<file path="src/rtl/alu_rs_pkg.sv">
// Shared ALU definitions: opcode width, opcode encodings and ROB tag width.
package alu_rs_pkg;

  localparam int unsigned Opcode_Width = 4;
  localparam int unsigned TagWidth     = 3;

  typedef enum logic [Opcode_Width-1:0] {
    OpAdd = 4'd0,
    OpSub = 4'd1,
    OpAnd = 4'd2,
    OpOr  = 4'd3,
    OpXor = 4'd4,
    OpSll = 4'd5,
    OpSrl = 4'd6,
    OpSlt = 4'd7
  } alu_op_e;

endpackage

</file>
<file path="src/rtl/rs_entry.sv">
// One reservation-station slot: operand storage, CDB capture and dispatch bypass.
module rs_entry
  import alu_rs_pkg::*;
#(
  parameter int unsigned DATA_W = 32,
  parameter int unsigned TAG_W  = 3
) (
  input  logic                    clk,
  input  logic                    rst_n,
  input  logic                    flush,
  input  logic                    alloc,
  input  logic                    issue,
  input  logic [Opcode_Width-1:0] disp_op,
  input  logic                    disp_qa_valid,
  input  logic                    disp_qb_valid,
  input  logic [DATA_W-1:0]       disp_va,
  input  logic [DATA_W-1:0]       disp_vb,
  input  logic [TAG_W-1:0]        disp_qa,
  input  logic [TAG_W-1:0]        disp_qb,
  input  logic [TAG_W-1:0]        disp_dest,
  input  logic                    cdb_valid,
  input  logic [TAG_W-1:0]        cdb_tag,
  input  logic [DATA_W-1:0]       cdb_data,
  output logic                    busy,
  output logic                    ready,
  output logic [Opcode_Width-1:0] op,
  output logic [DATA_W-1:0]       val_a,
  output logic [DATA_W-1:0]       val_b,
  output logic [TAG_W-1:0]        dest
);

  logic                    busy_q, busy_d;
  logic [Opcode_Width-1:0] op_q, op_d;
  logic [TAG_W-1:0]        dest_q, dest_d;
  logic                    a_rdy_q, a_rdy_d, b_rdy_q, b_rdy_d;
  logic [DATA_W-1:0]       a_val_q, a_val_d, b_val_q, b_val_d;
  logic [TAG_W-1:0]        a_tag_q, a_tag_d, b_tag_q, b_tag_d;
  logic                    hit_da, hit_db;

  assign hit_da = cdb_valid && (cdb_tag == disp_qa);
  assign hit_db = cdb_valid && (cdb_tag == disp_qb);

  always_comb begin
    busy_d  = busy_q;
    op_d    = op_q;
    dest_d  = dest_q;
    a_rdy_d = a_rdy_q;
    a_val_d = a_val_q;
    a_tag_d = a_tag_q;
    b_rdy_d = b_rdy_q;
    b_val_d = b_val_q;
    b_tag_d = b_tag_q;
    if (flush) begin
      busy_d = 1'b0;
    end else if (alloc) begin
      busy_d  = 1'b1;
      op_d    = disp_op;
      dest_d  = disp_dest;
      a_tag_d = disp_qa;
      b_tag_d = disp_qb;
      a_rdy_d = disp_qa_valid || hit_da;
      b_rdy_d = disp_qb_valid || hit_db;
      a_val_d = disp_qa_valid ? disp_va : (hit_da ? cdb_data : '0);
      b_val_d = disp_qb_valid ? disp_vb : (hit_db ? cdb_data : '0);
    end else begin
      if (issue) busy_d = 1'b0;
      if (busy_q && !a_rdy_q && cdb_valid && (cdb_tag == a_tag_q)) begin
        a_rdy_d = 1'b1;
        a_val_d = cdb_data;
      end
      if (busy_q && !b_rdy_q && cdb_valid && (cdb_tag == b_tag_q)) begin
        b_rdy_d = 1'b1;
        b_val_d = cdb_data;
      end
    end
  end

  always_ff @(posedge clk or negedge rst_n) begin
    if (!rst_n) begin
      busy_q  <= 1'b0;
      op_q    <= '0;
      dest_q  <= '0;
      a_rdy_q <= 1'b0;
      a_val_q <= '0;
      a_tag_q <= '0;
      b_rdy_q <= 1'b0;
      b_val_q <= '0;
      b_tag_q <= '0;
    end else begin
      busy_q  <= busy_d;
      op_q    <= op_d;
      dest_q  <= dest_d;
      a_rdy_q <= a_rdy_d;
      a_val_q <= a_val_d;
      a_tag_q <= a_tag_d;
      b_rdy_q <= b_rdy_d;
      b_val_q <= b_val_d;
      b_tag_q <= b_tag_d;
    end
  end

  assign busy  = busy_q;
  assign ready = busy_q && a_rdy_q && b_rdy_q;
  assign op    = op_q;
  assign val_a = a_val_q;
  assign val_b = b_val_q;
  assign dest  = dest_q;

endmodule

</file>
<file path="src/rtl/alu_rs.sv">
// ALU reservation station: free-slot and issue selection, occupancy count, registered alu_full.
module alu_rs
  import alu_rs_pkg::*;
#(
  parameter int unsigned DEPTH  = 4,
  parameter int unsigned DATA_W = 32,
  parameter int unsigned TAG_W  = 3
) (
  input  logic                    clk,
  input  logic                    rst_n,
  input  logic                    flush,
  input  logic                    disp_valid,
  input  logic [Opcode_Width-1:0] disp_op,
  input  logic                    disp_qa_valid,
  input  logic                    disp_qb_valid,
  input  logic [DATA_W-1:0]       disp_va,
  input  logic [DATA_W-1:0]       disp_vb,
  input  logic [TAG_W-1:0]        disp_qa,
  input  logic [TAG_W-1:0]        disp_qb,
  input  logic [TAG_W-1:0]        disp_dest,
  output logic                    alu_full,
  input  logic                    cdb_valid,
  input  logic [TAG_W-1:0]        cdb_tag,
  input  logic [DATA_W-1:0]       cdb_data,
  output logic                    exe_valid,
  input  logic                    exe_ready,
  output logic [Opcode_Width-1:0] exe_op,
  output logic [DATA_W-1:0]       exe_a,
  output logic [DATA_W-1:0]       exe_b,
  output logic [TAG_W-1:0]        exe_dest
);

  localparam int unsigned CntW = $clog2(DEPTH) + 1;

  logic [DEPTH-1:0]        busy, ready, alloc, issue;
  logic [Opcode_Width-1:0] e_op   [DEPTH];
  logic [DATA_W-1:0]       e_a    [DEPTH];
  logic [DATA_W-1:0]       e_b    [DEPTH];
  logic [TAG_W-1:0]        e_dest [DEPTH];

  logic            alu_full_q, alu_full_d;
  logic [CntW-1:0] count_q, count_d;
  logic            accept, fire;

  // Count tracks busy entries, so !alu_full_q guarantees a free slot exists.
  assign accept = disp_valid && !alu_full_q && !flush;
  assign fire   = exe_valid && exe_ready && !flush;

  always_comb begin
    alloc = '0;
    for (int i = DEPTH - 1; i >= 0; i--) begin
      if (!busy[i]) alloc = DEPTH'(accept) << i;
    end
  end

  always_comb begin
    exe_valid = 1'b0;
    exe_op    = '0;
    exe_a     = '0;
    exe_b     = '0;
    exe_dest  = '0;
    issue     = '0;
    for (int i = DEPTH - 1; i >= 0; i--) begin
      if (ready[i]) begin
        exe_valid = 1'b1;
        exe_op    = e_op[i];
        exe_a     = e_a[i];
        exe_b     = e_b[i];
        exe_dest  = e_dest[i];
        issue     = DEPTH'(fire) << i;
      end
    end
  end

  for (genvar g = 0; g < DEPTH; g++) begin : g_entry
    rs_entry #(
      .DATA_W(DATA_W),
      .TAG_W (TAG_W)
    ) u_entry (
      .clk          (clk),
      .rst_n        (rst_n),
      .flush        (flush),
      .alloc        (alloc[g]),
      .issue        (issue[g]),
      .disp_op      (disp_op),
      .disp_qa_valid(disp_qa_valid),
      .disp_qb_valid(disp_qb_valid),
      .disp_va      (disp_va),
      .disp_vb      (disp_vb),
      .disp_qa      (disp_qa),
      .disp_qb      (disp_qb),
      .disp_dest    (disp_dest),
      .cdb_valid    (cdb_valid),
      .cdb_tag      (cdb_tag),
      .cdb_data     (cdb_data),
      .busy         (busy[g]),
      .ready        (ready[g]),
      .op           (e_op[g]),
      .val_a        (e_a[g]),
      .val_b        (e_b[g]),
      .dest         (e_dest[g])
    );
  end

  always_comb begin
    if (flush) count_d = '0;
    else       count_d = count_q + CntW'(accept) - CntW'(fire);
    alu_full_d = (count_d == CntW'(DEPTH));
  end

  always_ff @(posedge clk or negedge rst_n) begin
    if (!rst_n) begin
      count_q    <= '0;
      alu_full_q <= 1'b0;
    end else begin
      count_q    <= count_d;
      alu_full_q <= alu_full_d;
    end
  end

  assign alu_full = alu_full_q;

endmodule

</file>
<file path="config.mk">
export PLATFORM = sky130hd
export DESIGN_NAME = alu_rs
export DESIGN_NICKNAME = d
export VERILOG_FILES = /design/src/rtl/alu_rs_pkg.sv /design/src/rtl/rs_entry.sv /design/src/rtl/alu_rs.sv
export SDC_FILE = /design/constraint.sdc
export NUM_CORES = 1
export LEC_CHECK = 0
export BUFFER_PORTS_ARGS = -buffer_cell sky130_fd_sc_hd__buf_2
export CAP_MARGIN = 10
export CORE_MARGIN = 3
export CORE_UTILIZATION = 40
export CTS_CLUSTER_DIAMETER = 120
export DETAILED_ROUTE_END_ITERATION = 7
export PLACE_DENSITY = 0.56
export SKIP_LAST_GASP = 1
export SYNTH_ARGS = -nofsm -noshare
export SYNTH_HDL_FRONTEND = slang
export SYNTH_HIERARCHICAL = 1
export SYNTH_SLANG_ARGS = --single-unit
</file>
<file path="constraint.sdc">
create_clock -name clk -period 3.2 [get_ports clk]
set_clock_uncertainty 0.15 [all_clocks]
set_input_delay 0.64 -clock clk [delete_from_list [all_inputs] [get_ports clk]]
set_output_delay 0.64 -clock clk [all_outputs]
set_load 0.01 [all_outputs]
</file>
==> results of run 1 <==
==> final timing paths <==
| check | end | slack (ns) | cells past startpoint |
|---|---|---|---|
| setup / recovery | exe_a[3] | -0.006 | 6 |
| hold / removal | g_entry[2].u_entry/op[2] | 0.16 | 3 |
| setup reg to reg | alu_full | 0.26 | 11 |
| hold reg to reg | g_entry[3].u_entry/dest[2] | 0.32 | 2 |
| max in group asynchronous | g_entry[2].u_entry/val_a[21] | 1.54 | 3 |
| min in group asynchronous | g_entry[0].u_entry/val_b[10] | 0.56 | 2 |
==> kinds of logic after synthesis <==
logic type	synth area share [%]
adder cells (fa/ha/maj)	0.215
buffers and inverters	5.80
multiplexers	14.3
XOR/XNOR	2.09
AND/OR/NAND/NOR	17.8
AO/OA/AOI/OAI	21.0
flip-flops	38.8
==> metal layers <==
metal / GRT usage [%] / up-vias / routed length [um]
met5: 0 / - / 7
met4: 9.98 / 2 / 2440
met3: 4.31 / 149 / 4960
met2: 43.7 / 681 / 36100
met1: 36.8 / 9094 / 33600
li1: - / 8030 / -
==> registers in the layout (all words and copies together), names as in the netlist, 12 cells and up <==
name and cells:
g_entry.u_entry/val_a 128, g_entry.u_entry/val_b 128, g_entry.u_entry/op 16, g_entry.u_entry/a_tag_q 12, g_entry.u_entry/b_tag_q 12, g_entry.u_entry/dest 12
==> stage by stage <==
stage	cells	instance area, sq um	power, mW	TNS [ns]
floorplan	2183	20900	7.09	0
global placement	2960	22800	8.08	0
detailed placement	2960	22800	8.19	0
CTS	3045	24500	13.2	-0.600
global route	3059	24800	13.7	-1.21
finish	3059	24800	13.1	-0.00586
==> final cells by class <==
class	count	area, sq um
fill	4841	26700
sequential	324	8110
inverter	8	30.0
tap	680	851
antenna	3	7.51
multi-input combinational	1669	11800
clock buffer	62	1210
clock inverter	12	196
timing repair buffer	301	2550
==> worst register-to-register path: stages, from the launching register on <==
cell and delay, ns:
dfrtp_1 0.42, and3_4 0.24, nor3_4 0.29, or2b_1 0.27, nor2b_1 0.14, ha_1 0.28
inv_1 0.06, ha_1 0.14, inv_1 0.05, fa_1 0.40, xnor2_1 0.15, nor4b_1 0.24
==> cells in the final DEF, fill, tap and decap left out, types with 67 or more instances in the layout <==
cell | synthesis | final
dfrtp_1 | 324 | 322
nand2b_1 | 261 | 261
a21oi_1 | 260 | 260
o21ai_0 | 256 | 256
mux2_2 | 252 | 252
buf_2 | 54 | 191
nand2_1 | 158 | 158
nor2b_1 | 135 | 134
nor2_1 | 82 | 79
a221oi_2 | 70 | 67
==> where the power goes <==
group          internal (mW)  leakage (nW)  total, mW  switching (mW)
combinational           1.30          5.88       2.76            1.46
clock                   3.02         0.696       4.91            1.89
sequential              4.90          4.26       5.42           0.513
==> timing repair <==
| action | in CTS | in global routing |
|---|---|---|
| hold buffers | 1 | 0 |
| hold endpoints to repair | 73 | 0 |
| endpoints found under the setup margin | 70 | 69 |
| setup buffers | 7 | 6 |
| pin swaps | 1 | 4 |
| gates cloned | 3 | 6 |
| resized for setup | 17 | 22 |
==> flow_summary.toml, run 1 <==
[timing]
hold_ws_ns = 0.159
fin_crit_sh_pct = 100
final-hold-violation-count = 0
slew_headroom_pct = 50.1
worst_pin_slew_ns = 0.749
fmax_mhz = 312
period_needed_ns = 3.21
rsz0062_at_grt = "yes"
setup_viol = 1
setup_ws_ns = -0.00586
drv_slew = 0

[global_routing]
grt_overflow = 0
antenna_found_initial = 5
grt_max_degree = 83
grtUsageTotal_pct = 27.1
grt_pass1_vias = 18200
grt_pass1_wl_um = 115000

[place]
dpl.hpwl_um = 46700
port_buffers = 192
place_congestion = 0.825
dpl_worst_slack_ns = 0.212

[run_status]
outcome = "finished with violations"
violations = "negative setup slack"

[layout]
final_core_util_pct = 48.1
layout-drive-gt1-share_pct = 30.8
final_net_count = 2468
area_growth_pct = 18.5

[detailed_routing]
vias_per_cell = 5.87
first_pass_iters = 5
drc = 0
detailedRoute.firstIterationViolations = 1562
dr_total_vias = 18000
drt-wirelength-per-cell_um = 25.2
wirelength_um = 77100
ant_nets = 0

[pwr]
p_leak_nw = 10.8
power_density_nw_per_um2 = 528
ir_worst_vdd_mv = 0.349

[yosys]
ys_warn_count = 6
synthFlopType = "dfrtp_1"
synth_common_cells = "dfrtp_1, nand2b_1, a21oi_1, o21ai_0, mux2_2"
synth_edf_count = 0
synth_cell_type_count = 38
synth_top_area_share_pct = 38.8
ys_ff_latch = 324
synth_most_common_cell = "dfrtp_1"
yosysTopAreaCell = "dfrtp_1"
synth_nets = 2306
syn_area_sq_um = 20900
avgSynthCellArea_sq_um = 9.58
synth_seq_area_share_pct = 38.8
ys_top_cells_by_area = "dfrtp_1, mux2_2, nand2b_1, a21oi_1, o21ai_0"
synthArstFlopShare_pct = 100
synthCells = 2183

[clocking]
cts.reportedPaths.clkPinSlew_ns = 0.06
cts_buffer_depth = 3
numCtsBuffers = 41
cts_root_buf = "clkbuf_16"
cts_tree = "done"
htreeDepth = 2
cts.sink_count = 324
insertion_delay_ns = 0.57

[flow_run]
max_cap_viol_count = 0

[critical_path]
critical_path.startpoint_type = "flip-flop"
rr_startpoint = "g_entry[1].u_entry/b_rdy_q"
crit_arrival_ns = 2.42
cp-end-kind = "output pin"
crit_type = "reg2out"
cp-startpoint = "g_entry[1].u_entry/b_rdy_q"
worstPathMaxFanout = 14
required_ns = 2.41
crit_path_cell_trace = "and3_4 -> nor3_4 -> and2_4 -> buf_12 -> o2bb2ai_1 -> buf_2"
cpPeakStageDelay_ns = 0.42
critPathSlowestCell = "dfrtp_1"
crit_buf_inv = 2
crit_family = "simple AND/OR/NAND/NOR gates"

[floorplan]
die_x_um = 235
io_pins = 193
start_util_pct = 40.6
die_y_um = 235
die_area_sq_um = 55000
core_sq_um = 51500
core.rowCount = 83

[worst_hold_path]
holdCritPathClass = "in2reg"
min_from = "disp_op[2]"
No activity file was read; power rests on OpenSTA's default activity.
==> run 2, diff against run 1 <==
--- a/config.mk
+++ b/config.mk
@@ -7,7 +7,7 @@
 export LEC_CHECK = 0
 export BUFFER_PORTS_ARGS = -buffer_cell sky130_fd_sc_hd__buf_2
 export CAP_MARGIN = 10
-export CORE_MARGIN = 3
+export CORE_ASPECT_RATIO = 2
 export CORE_UTILIZATION = 40
 export CTS_CLUSTER_DIAMETER = 120
 export DETAILED_ROUTE_END_ITERATION = 7
==> flow_summary.toml, run 2 (same netlist as run 1, synthesis figures left out) <==
[run_status]
outcome = "finished with violations"
violations = "negative setup slack"

[global_routing]
grt_pass1_wl_um = 117000
grtUsageTotal_pct = 29.5
grt_pass1_vias = 19000
grt_max_degree = 68
grt_overflow = 0
antenna_found_initial = 9

[layout]
final_net_count = 2460
final_common_cell = "dfrtp_1"
layout-drive-gt1-share_pct = 30.8
mostFrequentLayoutCells = "dfrtp_1, nand2b_1, a21oi_1, o21ai_0, mux2_2"
area_growth_pct = 16.9
fin_cells = 3027

[critical_path]
timing.reg2reg.setup_slack_ns = 0.30
required_ns = 2.41
crit_arrival_ns = 2.41
worstPathMaxFanout = 18
crit_top_cell = "buf_12"
critical_path.startpoint_type = "flip-flop"
crit_path_cell_trace = "and3_4 -> buf_12 -> nor2b_4 -> buf_12 -> buf_16 -> a221oi_2 -> o2bb2ai_1 -> buf_2"
critPathSlowestCell = "dfrtp_1"
cp-end-kind = "output pin"
reg2reg_to = "alu_full"
reg2reg_depth = 11
crit_path_end = "exe_b[9]"
crit_type = "reg2out"
cp-startpoint = "g_entry[1].u_entry/a_rdy_q"
cpPeakStageDelay_ns = 0.42
rr_startpoint = "g_entry[0].u_entry/b_rdy_q"

[floorplan]
core.rowCount = 118
start_util_pct = 40.5
die_y_um = 325
die_x_um = 164
core_sq_um = 51700
io_pins = 193
die_area_sq_um = 53200

[pwr]
power_density_nw_per_um2 = 511
ir_worst_vdd_mv = 0.343
p_leak_nw = 10.7

[place]
place_congestion = 0.855
dpl.hpwl_um = 49600
placedCellCount = 2949
dpl_worst_slack_ns = 0.147
port_buffers = 192

[detailed_routing]
wirelength_um = 77900
vias_per_cell = 5.94
dr_total_vias = 18000
drt-wirelength-per-cell_um = 25.7
drc = 0
detailedRoute.firstIterationViolations = 1199
first_pass_iters = 5
ant_nets = 0

[timing]
slew_headroom_pct = 51.3
worst_pin_slew_ns = 0.728
setup_viol = 1
setup_ws_ns = -0.00352
period_needed_ns = 3.20
fin_crit_sh_pct = 100
rsz0062_at_grt = "yes"
final-hold-violation-count = 0
fmax_mhz = 312
drv_slew = 0

[clocking]
cts_root_buf = "clkbuf_16"
numCtsBuffers = 35
insertion_delay_ns = 0.56
cts.sink_count = 324
cts.reportedPaths.clkPinSlew_ns = 0.06
htreeDepth = 2
cts_buffer_depth = 3
cts_tree = "done"

[worst_hold_path]
holdCritPathClass = "in2reg"
min_from = "disp_op[2]"

[flow_run]
max_cap_viol_count = 0
==> run 2: changes by cell type in the layout (fill, tap and decap cells not counted), sizes merged, moves of 2 or more <==
cell,change
clkbuf,-15
buf,+4
bufinv,-3
clkinv,+3
clkinvlp,+3
bufbuf,-2
==> run 2: timing repair <==
item / in CTS / in global routing
hold endpoints to repair: 60 / 0
gates cloned: 2 / 1
hold buffers: 1 / 0
endpoints found under the setup margin: 66 / 53
pin swaps: 8 / 3
setup buffers: 6 / 1
gates resized for setup: 36 / 12
==> run 2: how the worst min path moves through the flow <==
| stage | to | depth (start not counted) |
|---|---|---|
| floorplan | alu_full | 0 |
| global placement | g_entry[0].u_entry/op[3] | 2 |
| detailed placement | g_entry[0].u_entry/op[3] | 2 |
| CTS | g_entry[2].u_entry/op[2] | 3 |
| global route | g_entry[2].u_entry/op[1] | 3 |
| finish | g_entry[2].u_entry/op[2] | 3 |
==> run 2: routing by layer <==
metal | part of all wire (%) | global-route usage (%) | vias to the layer above
met5 | 0.10 | 0 | -
met4 | 5.9 | 16.9 | 12
met3 | 6.3 | 4.39 | 243
met2 | 51 | 51.4 | 753
met1 | 37 | 34.0 | 8964
li1 | - | - | 7996
==> run 2: final cells by class <==
cell class              instances  area [sq um]
well taps                     660           826
flip-flops and latches        324          8110
multi-input cells            1668         11900
clock buffers                  50          1030
clock inverters                14           143
repair buffers                300          2410
inverters                       8          32.5
diodes                          3          7.51
fillers                      4971         27200
==> run 2: report_power, final <==
part	switching, mW	internal [mW]	total, mW
logic	1.50	1.31	2.82
clock network	1.84	2.43	4.27
registers	0.516	4.90	5.41
==> run 2: through the flow <==
step	hold WS (ns)	util [%]	total power, mW	setup TNS (ns)	cell area [sq um]
2_1_floorplan	0.194	-	7.09	0	20900
3_3_place_gp	0.308	44.1	8.12	0	22800
3_5_place_dp	0.313	44.1	8.22	0	22800
4_1_cts	0.140	47.1	12.6	-0.0375	24300
5_1_grt	0.174	47.3	13.1	-0.276	24400
6_report	0.169	47.3	12.5	-0.00352	24400
==> run 2: worst max-delay path: cells and delay by family, from the launching register on <==
| family | cells | cell delay [ns] |
|---|---|---|
| simple gates | 2 | 0.34 |
| flops | 1 | 0.42 |
| compound gates | 2 | 0.39 |
| buf+inv | 4 | 0.67 |
==> run 3, diff against run 2 <==
--- a/config.mk
+++ b/config.mk
@@ -5,6 +5,7 @@
 export SDC_FILE = /design/constraint.sdc
 export NUM_CORES = 1
 export LEC_CHECK = 0
+export ABC_AREA = 1
 export BUFFER_PORTS_ARGS = -buffer_cell sky130_fd_sc_hd__buf_2
 export CAP_MARGIN = 10
 export CORE_ASPECT_RATIO = 2
==> flow_summary.toml, run 3 <==
[run_status]
outcome = "complete, no violations"

[detailed_routing]
vias_per_cell = 5.75
first_pass_iters = 8
ant_nets = 0
drt-wirelength-per-cell_um = 24.0
detailedRoute.firstIterationViolations = 2749
drc = 0
dr_total_vias = 26700
wirelength_um = 112000

[critical_path]
worstPathMaxFanout = 16
critical_path.startpoint_type = "flip-flop"
cp-end-kind = "output pin"
crit_arrival_ns = 2.40
required_ns = 2.41
crit_type = "reg2out"
rr_startpoint = "g_entry[0].u_entry/b_rdy_q"
cp-startpoint = "g_entry[2].u_entry/b_rdy_q"

[yosys]
synth_nets = 3897
yosysTopAreaCell = "dfrtp_1"
synth_cell_type_count = 28
ys_warn_count = 6
synth_most_common_cell = "nand2_1"
synth_common_cells = "nand2_1, nor2_1, a21oi_1, dfrtp_1, nand3_1"
synth_top_area_share_pct = 34.4
ys_ff_latch = 324
yosys.area_share.adder_pct = 0.191
muxShareOfSynthArea_pct = 1.34
synth_edf_count = 0
synth_xor_area_share_pct = 0
synth_seq_area_share_pct = 34.4
avgSynthCellArea_sq_um = 6.25
ys_top_cells_by_area = "dfrtp_1, nand2_1, nor2_1, a21oi_1, nand3_1"
synth_compound_area_share_pct = 11.7
synthCells = 3774
syn_area_sq_um = 23600
synthArstFlopShare_pct = 100
synthSimpleGateAreaFrac_pct = 42.5
synth_top_family_by_area = "simple AND/OR/NAND/NOR gates"
synthFlopType = "dfrtp_1"

[global_routing]
antenna_found_initial = 6
grtUsageTotal_pct = 36.1
grt_max_degree = 72
grt_pass1_vias = 25600
grt_pass1_wl_um = 163000
grt_overflow = 0

[layout]
final_net_count = 3980
area_growth_pct = 14.2
layout-drive-gt1-share_pct = 13.0
final_common_cell = "nand2_1"
fill_cells = 6270
multiInputGateArea_sq_um = 13200
ff_latch_area_sq_um = 8110
mostFrequentLayoutCells = "nand2_1, nor2_1, a21oi_1, dfrtp_1, nand3_1"

[timing]
fmax_mhz = 314
worst_pin_slew_ns = 0.831
setup_viol = 0
drv_slew = 0
period_needed_ns = 3.19
final-hold-violation-count = 0
setup_ws_ns = 0.0122
slew_headroom_pct = 44.4
hold_ws_ns = 0.209
fin_crit_sh_pct = 99.6
rsz0062_at_grt = "yes"

[clocking]
numCtsBuffers = 35
cts.reportedPaths.clkPinSlew_ns = 0.07
cts_tree = "done"
htreeDepth = 2
cts_buffer_depth = 3
insertion_delay_ns = 0.56
cts.sink_count = 324
cts_root_buf = "clkbuf_16"

[pwr]
p_leak_nw = 13.1
ir_worst_vdd_mv = 0.349
power_density_nw_per_um2 = 505
power_mw = 13.6

[floorplan]
start_util_pct = 40.5
core_sq_um = 58200
die_x_um = 174
die_y_um = 345
die_area_sq_um = 60000
core.rowCount = 125
io_pins = 193

[place]
place_congestion = 0.898
dpl_worst_slack_ns = 0.281
port_buffers = 192
dpl.hpwl_um = 69600

[worst_hold_path]
holdCritPathClass = "in2reg"
min_from = "disp_dest[1]"

[flow_run]
max_cap_viol_count = 0
[run 3: cell types whose count changed after synthesis, moves of 202 or more]
cell      before   now
mux2_2       252    28
o21ai_0      256    24
a21oi_1      260   521
nand3_1        1   228
nand2b_1     261     0
inv_1          7   209
nand2_1      158  1045
nor2_1        82   949
[run 3: layout make-up]
type,instances,area share [%]
timing repair buffer,303,9.46
multi-input combinational,2967,49.2
tap,762,3.54
inverter,226,3.16
clock buffer,53,3.92
sequential,324,30.1
clock inverter,10,0.567
antenna,5,0.0465
[run 3: what timing repair did]
item	4_1_cts	5_1_grt
endpoints found under the setup margin	71	67
hold buffers	1	0
resized for setup	14	10
hold endpoints to repair	45	0
gates cloned	3	5
pin swaps	4	4
setup buffers	7	2
[run 3: worst paths after layout]
kind | depth (start not counted) | slack [ns] | to
worst max-delay path | 9 | 0.01 | exe_b[29]
worst min register to register | 1 | 0.36 | g_entry[0].u_entry/dest[2]
worst max register to register | 14 | 0.64 | alu_full
worst min-delay path | 2 | 0.21 | g_entry[3].u_entry/dest[1]
min in group asynchronous | 2 | 0.44 | g_entry[3].u_entry/val_a[17]
max in group asynchronous | 3 | 1.49 | g_entry[3].u_entry/val_b[6]
[run 3: metal layers]
layer	vias to the layer above	wire, um	track usage (%)
met3	466	9230	4.88
met5	-	38	0
met1	12700	40400	42.4
met4	6	9140	25.1
met2	1549	52800	60.8
li1	12100	-	-
[run 3: through the flow]
| stage | util, % | instance area, sq um | instances | TNS, ns |
|---|---|---|---|---|
| after floorplan | - | 23600 | 3774 | 0 |
| after global placement | 43.5 | 25300 | 4565 | 0 |
| after detailed placement | 43.5 | 25300 | 4565 | 0 |
| after CTS | 46.0 | 26800 | 4639 | 0 |
| after global routing | 46.2 | 26900 | 4646 | -0.153 |
| final | 46.3 | 26900 | 4650 | 0 |
[run 3: worst max-delay path, stage by stage (launching register included)]
cell,delay (ns)
dfrtp_1,0.36
inv_1,0.07
nor3_2,0.25
inv_2,0.10
nor3_4,0.24
buf_12,0.21
buf_16,0.19
nand2_1,0.13
nand3b_1,0.12
buf_2,0.13
[run 3: logic make-up (layout without fill, tap and decap cells)]
| logic type | Yosys count | count (layout) |
|---|---|---|
| flops | 324 | 324 |
| mux | 28 | 28 |
| simple gates | 2387 | 2387 |
| buf+inv | 483 | 592 |
| fa+ha+maj | 3 | 3 |
| compound gates | 549 | 549 |
| other cells | 0 | 5 |
[run 3: report_power, final]
part | leakage [nW] | switching [mW] | internal, mW | total, mW
Sequential | 3.95 | 0.809 | 5.11 | 5.92
Clock | 0.593 | 1.92 | 2.61 | 4.53
Combinational | 8.56 | 2.04 | 1.11 | 3.14
